$ cat config.mk
export PLATFORM = sky130hd
export DESIGN_NAME = prng_stream_gen
export DESIGN_NICKNAME = d
export VERILOG_FILES = /design/src/rtl/prng_pkg.sv /design/src/rtl/prng_core.sv /design/src/rtl/prng_stream_gen.sv
export SDC_FILE = /design/constraint.sdc
export NUM_CORES = 1
export LEC_CHECK = 0
export ABC_AREA = 1
export ABC_CLOCK_PERIOD_IN_PS = 1950
export CORE_AREA = 8 8 76 78
export DETAILED_ROUTE_END_ITERATION = 10
export DIE_AREA = 0 0 84 86
export PLACE_DENSITY = 0.73
export RECOVER_POWER = 50
export REMOVE_ABC_BUFFERS = 1
export SYNTH_ARGS = -nofsm -noshare
export SYNTH_HDL_FRONTEND = slang
export SYNTH_HIERARCHICAL = 1
export SYNTH_SLANG_ARGS = --single-unit
$ cat constraint.sdc
create_clock -name clk -period 1.95 [get_ports clk]
set_input_delay 0.39 -clock clk [delete_from_list [all_inputs] [get_ports clk]]
set_output_delay 0.39 -clock clk [all_outputs]
set_load 0.1 [all_outputs]
$ cat src/rtl/prng_pkg.sv
// Shared constants and types for the pseudo-random stream generator.
//   XOR_MASK_16 / AND_MASK_16 / INIT_16 : defaults for the 16-bit configuration
//   mode_e                               : feedback mode select
//   cnt_width()                          : collector counter width for a word size
package prng_pkg;

  localparam logic [15:0] XOR_MASK_16 = 16'h8101;
  localparam logic [15:0] AND_MASK_16 = 16'h020E;
  localparam logic [15:0] INIT_16     = 16'h0001;

  typedef enum logic {
    MODE_LFSR  = 1'b0,
    MODE_NLFSR = 1'b1
  } mode_e;

  // At least one bit so a 1-bit word still has a legal counter.
  function automatic int unsigned cnt_width(input int unsigned n);
    return (n > 1) ? $clog2(n) : 1;
  endfunction

endpackage

$ cat src/rtl/prng_core.sv
// Shift-register core: state register, LFSR/NLFSR feedback, seed load and
// all-zero lockup recovery.
//   clk, rst_n  : clock, async active-low reset
//   step        : request one shift this cycle
//   mode        : feedback mode (AND term only in MODE_NLFSR)
//   seed_valid  : load seed_data (wins over step)
//   seed_data   : seed value; zero is replaced by INIT
//   state       : current register contents
//   lockup      : sticky flag, set when INIT replaced a zero state/seed
//   stepped_c   : a shift happens on this edge (state[0] is being emitted)
module prng_core
  import prng_pkg::*;
#(
  parameter int unsigned       WIDTH    = 16,
  parameter logic [WIDTH-1:0]  XOR_MASK = WIDTH'(XOR_MASK_16),
  parameter logic [WIDTH-1:0]  AND_MASK = WIDTH'(AND_MASK_16),
  parameter logic [WIDTH-1:0]  INIT     = WIDTH'(INIT_16)
) (
  input  logic             clk,
  input  logic             rst_n,
  input  logic             step,
  input  mode_e            mode,
  input  logic             seed_valid,
  input  logic [WIDTH-1:0] seed_data,
  output logic [WIDTH-1:0] state,
  output logic             lockup,
  output logic             stepped_c
);

  localparam bit HAS_AND = (AND_MASK != '0);

  logic             and_term_c;
  logic             fb_c;
  logic             zero_state_c;
  logic [WIDTH-1:0] state_nxt;
  logic             lockup_nxt;

  // Feedback: parity of tapped bits, plus AND of masked bits in NLFSR mode.
  always_comb begin
    and_term_c = 1'b0;
    if (HAS_AND) and_term_c = &(state | ~AND_MASK);
    fb_c = (^(state & XOR_MASK)) ^ ((mode == MODE_NLFSR) && and_term_c);
  end

  assign zero_state_c = (state == '0);
  assign stepped_c    = step && !seed_valid && !zero_state_c;

  // Next state: seed first, then lockup recovery, then a normal shift.
  always_comb begin
    state_nxt  = state;
    lockup_nxt = lockup;
    if (seed_valid) begin
      if (seed_data == '0) begin
        state_nxt  = INIT;
        lockup_nxt = 1'b1;
      end else begin
        state_nxt  = seed_data;
        lockup_nxt = 1'b0;
      end
    end else if (zero_state_c) begin
      state_nxt  = INIT;
      lockup_nxt = 1'b1;
    end else if (step) begin
      state_nxt = {fb_c, state[WIDTH-1:1]};
    end
  end

  always_ff @(posedge clk or negedge rst_n) begin
    if (!rst_n) begin
      state  <= INIT;
      lockup <= 1'b0;
    end else begin
      state  <= state_nxt;
      lockup <= lockup_nxt;
    end
  end

endmodule

$ cat src/rtl/prng_stream_gen.sv
// Pseudo-random stream generator: prng_core plus a serial-to-word collector
// with a valid/ready output stream and backpressure.
//   clk, rst_n   : clock, async active-low reset
//   en           : advance one step per cycle unless stalled
//   mode         : 0 = linear LFSR, 1 = NLFSR
//   seed_valid   : seed load request; seed_data is the value
//   seed_ready   : always 1
//   serial_out   : current state[0]
//   out_valid    : out_data holds an unconsumed word
//   out_ready    : consumer accepts the word
//   out_data     : collected word, first-emitted bit in LSB
//   lockup       : sticky zero-state / zero-seed recovery flag
module prng_stream_gen
  import prng_pkg::*;
#(
  parameter int unsigned       WIDTH    = 16,
  parameter logic [WIDTH-1:0]  XOR_MASK = WIDTH'(XOR_MASK_16),
  parameter logic [WIDTH-1:0]  AND_MASK = WIDTH'(AND_MASK_16),
  parameter logic [WIDTH-1:0]  INIT     = WIDTH'(INIT_16),
  parameter int unsigned       OUT_BITS = 8
) (
  input  logic                clk,
  input  logic                rst_n,
  input  logic                en,
  input  logic                mode,
  input  logic                seed_valid,
  input  logic [WIDTH-1:0]    seed_data,
  output logic                seed_ready,
  output logic                serial_out,
  output logic                out_valid,
  input  logic                out_ready,
  output logic [OUT_BITS-1:0] out_data,
  output logic                lockup
);

  localparam int unsigned      CNT_W = cnt_width(OUT_BITS);
  localparam logic [CNT_W-1:0] LAST  = CNT_W'(OUT_BITS - 1);

  logic [WIDTH-1:0]    core_state;
  logic                core_stepped_c;
  logic                stall_c;
  logic                step_c;
  logic [CNT_W-1:0]    cnt;
  logic [CNT_W-1:0]    cnt_nxt;
  logic [OUT_BITS-1:0] partial;
  logic [OUT_BITS-1:0] partial_nxt;
  logic [OUT_BITS-1:0] word_c;
  logic [OUT_BITS-1:0] out_data_nxt;
  logic                out_valid_nxt;

  // Only a word that would complete into an occupied, unaccepted slot stalls.
  assign stall_c = (cnt == LAST) && out_valid && !out_ready;
  assign step_c  = en && !stall_c;

  prng_core #(
    .WIDTH    (WIDTH),
    .XOR_MASK (XOR_MASK),
    .AND_MASK (AND_MASK),
    .INIT     (INIT)
  ) u_core (
    .clk        (clk),
    .rst_n      (rst_n),
    .step       (step_c),
    .mode       (mode_e'(mode)),
    .seed_valid (seed_valid),
    .seed_data  (seed_data),
    .state      (core_state),
    .lockup     (lockup),
    .stepped_c  (core_stepped_c)
  );

  assign seed_ready = 1'b1;
  assign serial_out = core_state[0];

  // Partial word with the bit being emitted this cycle dropped into slot cnt.
  always_comb begin
    word_c      = partial;
    word_c[cnt] = core_state[0];
  end

  // Collector and output handshake next-state.
  always_comb begin
    cnt_nxt       = cnt;
    partial_nxt   = partial;
    out_data_nxt  = out_data;
    out_valid_nxt = out_valid;
    if (seed_valid) begin
      cnt_nxt       = '0;
      partial_nxt   = '0;
      out_valid_nxt = 1'b0;
    end else begin
      if (out_valid && out_ready) out_valid_nxt = 1'b0;
      if (core_stepped_c) begin
        if (cnt == LAST) begin
          // Completed word overwrites the slot; valid stays/goes high.
          out_data_nxt  = word_c;
          out_valid_nxt = 1'b1;
          cnt_nxt       = '0;
          partial_nxt   = '0;
        end else begin
          partial_nxt = word_c;
          cnt_nxt     = cnt + CNT_W'(1);
        end
      end
    end
  end

  always_ff @(posedge clk or negedge rst_n) begin
    if (!rst_n) begin
      cnt       <= '0;
      partial   <= '0;
      out_data  <= '0;
      out_valid <= 1'b0;
    end else begin
      cnt       <= cnt_nxt;
      partial   <= partial_nxt;
      out_data  <= out_data_nxt;
      out_valid <= out_valid_nxt;
    end
  end

endmodule

==> results of run 1 <==
[cell usage in the layout, fill, tap and decap left out, drive strengths merged]
cell type       n
dfstp           1
a21boi          1
inv            35
conb            1
o21ai          30
clkdlybuf4s50  20
nand4           6
nand2          94
buf            17
clkbuf         13
nand3b          1
o21bai          2
o22ai           1
ha              3
nor2           30
a21oi           3
dlygate4sd3     1
dfrtp          36
nand3          32
[metrics by stage]
stage	std cells	utilization, %
detailed placement	374	54.0
floorplan	276	-
CTS	381	56.0
finish	381	55.8
global route	381	55.8
global placement	374	54.0
[flip-flops by register name, indices dropped and copies added, names as in the netlist]
name and flops:
out_data 8, u_core/state 16, partial 8, u_core/lockup 1, cnt 3, out_valid 1
[final timing paths]
path | startpoint | endpoint | slack [ps] | cells after the start
worst min register to register | partial[7] | partial[7] | 480 | 2
worst min-delay path | partial[7] | partial[7] | 480 | 2
worst max register to register | cnt[0] | out_data[2] | 160 | 10
min in group asynchronous | rst_n | out_valid | 760 | 2
max in group asynchronous | rst_n | partial[5] | 630 | 2
worst max-delay path | cnt[0] | out_data[2] | 160 | 10
[kinds of logic (layout without fill, tap and decap cells)]
family,after synthesis,count (layout)
adder cells (fa/ha/maj),3,3
other,1,1
AND/OR/NAND/NOR,163,163
buffers and inverters,45,86
flip-flops,37,37
AO/OA/AOI/OAI,37,37
[repair_timing]
action	in CTS	in global routing
gates resized for setup	1	3
hold endpoints to repair	0	0
setup endpoints to repair	2	18
[layer usage]
metal / vias to the layer above / GRT usage [%] / routed length [um]
met5: - / 0 / 0
met4: 0 / 4.71 / 53
met3: 5 / 4.36 / 201
met2: 40 / 23.2 / 2240
met1: 838 / 15.7 / 2110
li1: 988 / - / -
[worst min-delay path: stages (launching register included)]
cell and delay [ps]:
dfrtp_1 340, nand2_1 50, nand2_1 50
[power groups by stage]
stage	combinational [mW]	sequential, mW	clock [mW]
final	0.342	0.850	0.552
after global placement	0.338	0.862	0
after CTS	0.345	0.850	0.560
after floorplan	0.166	0.896	0
after detailed placement	0.343	0.864	0
after global routing	0.387	0.854	0.591
[cell type report]
| class | count | area (um^2) |
|---|---|---|
| Clock buffer | 7 | 86.3 |
| Fill cell | 430 | 2030 |
| Inverter | 35 | 136 |
| Multi-Input combinational cell | 204 | 970 |
| Sequential cell | 37 | 927 |
| Tap cell | 54 | 67.6 |
| Timing Repair Buffer | 44 | 380 |
==> metrics.yaml, run 1 <==
status: "finished, final reports clean"
seqPwrFrac_pct: 48.8
synth-edff-count: 0
synthAdderAreaFrac_pct: 1.79
area_growth_pct: 22.5
cts_setup_buffers: 0
fmax_mhz: 559
critPathMaxStageDelay_ps: 390
cp-end-kind: "flip-flop"
worst-path-buf-inv: 2
numPortBuffers: 32
synth_top_family_by_area: "simple AND/OR/NAND/NOR gates"
leakagePower_nw: 1.34
io_pins: 34
placed_cell_area_um2: 2480
clockRootBuffer: "clkbuf_8"
crit_slowest_cell: "dfrtp_1"
synth_compound_area_share_pct: 9.43
drt_wl_total_mm: 4.61
yosys.area.top_type: "dfrtp_1"
overflow: 0
final_nets: 352
cts.sinks: 37
grt_max_degree: 38
post-place-ws_ps: -69.1
die_x_um: 84
clk_path_buf_depth: 2
slew_headroom_pct: 39.3
synthSimpleGateAreaFrac_pct: 34.3
finalCritPeriodShare_pct: 91.8
dr_total_vias: 1871
intPower_mw: 1.23
dr.pass1.iters: 4
clk_pin_slew_ps: 70
critPathMaxFanout: 9
tns_ps: 0
finalCriticalPeriod_ps: 1790
dp.final_hpwl_mm: 3.48
cts.htree.levels: 2
setup_viol: 0
synthMuxAreaShare_pct: 0
crit_family: "simple AND/OR/NAND/NOR gates"
avgSynthCellArea_um2: 7.33
antenna_cells: 0
synth_xor_area_share_pct: 0
synth_top_cells_by_count: "nand2_1, dfrtp_1, nand3_1"
syn_area_um2: 2100
path_class: "flip-flop to flip-flop"
finalClockSkew_ps: 4.93
ant_nets: 0
clkPwrFrac_pct: 31.6
cp.arrival_ps: 1970
cts_tree: "yes"
worstMarginPinSlew_ps: 911
grt_pass1_vias: 1872
final_layout_size_suffix_gt1_share_pct: 13.8
ys_ff_latch: 37
antenna_found_initial: 0
fin_ws_ps: 160
ys_types: 28
rsz0062_at_grt: "no"
syn_inst: 286
slew_violations: 0
seq_area_frac_synth_pct: 44.2
cp-start-kind: "flip-flop"
hold_buffers: 0
grtUsageTotal_pct: 13.6
drtIter0Drc: 109
cap_violations: 0
worst_hold_slack_ps: 477
hold_path_class: "flip-flop to flip-flop"
synth-async-reset-ratio_pct: 100
vdd_drop_max_v: 0.000341
power_density_nw_per_um2: 679
finalHoldViolCount: 0
yosys.cell_count.top_type: "nand2_1"
synth_top_area_share_pct: 43.0
grt_pass1_wl_mm: 8.13
via_per_inst: 4.91
p_switching_mw: 0.515
combinationalPowerShare_pct: 19.6
synth_ff_type: "dfrtp_1"
avgRoutedWirePerCell_um: 12.1
yosys_warnings: 6
ys_top_cells_by_area: "dfrtp_1, nand2_1, nand3_1"
initial_core_util_pct: 45.6
die_height_um: 86
design_area_um2: 2570
rows: 25
cts_made_buffers: 5
fp.dieArea_um2: 7220
gp_congestion: 0.848
crit_required_ps: 2130
clk_latency_ps: 290
core_um2: 4600
path_cells: "ha_1, ha_1, a21boi_2, inv_1, nor2_2, nand2_4, nor2_8, inv_6, nand2_1, nand2_1"
p_sw_share_pct: 29.6
finalPower_mw: 1.74
drc: 0
No activity file was read; power rests on OpenSTA's default activity.
==> run 2, diff against run 1 <==
Settings changed: CTS_CLUSTER_DIAMETER set to 50, HOLD_SLACK_MARGIN set to 0.08.
==> results of run 2 <==
Final layout, timing and power as in run 1 (identical DEF).
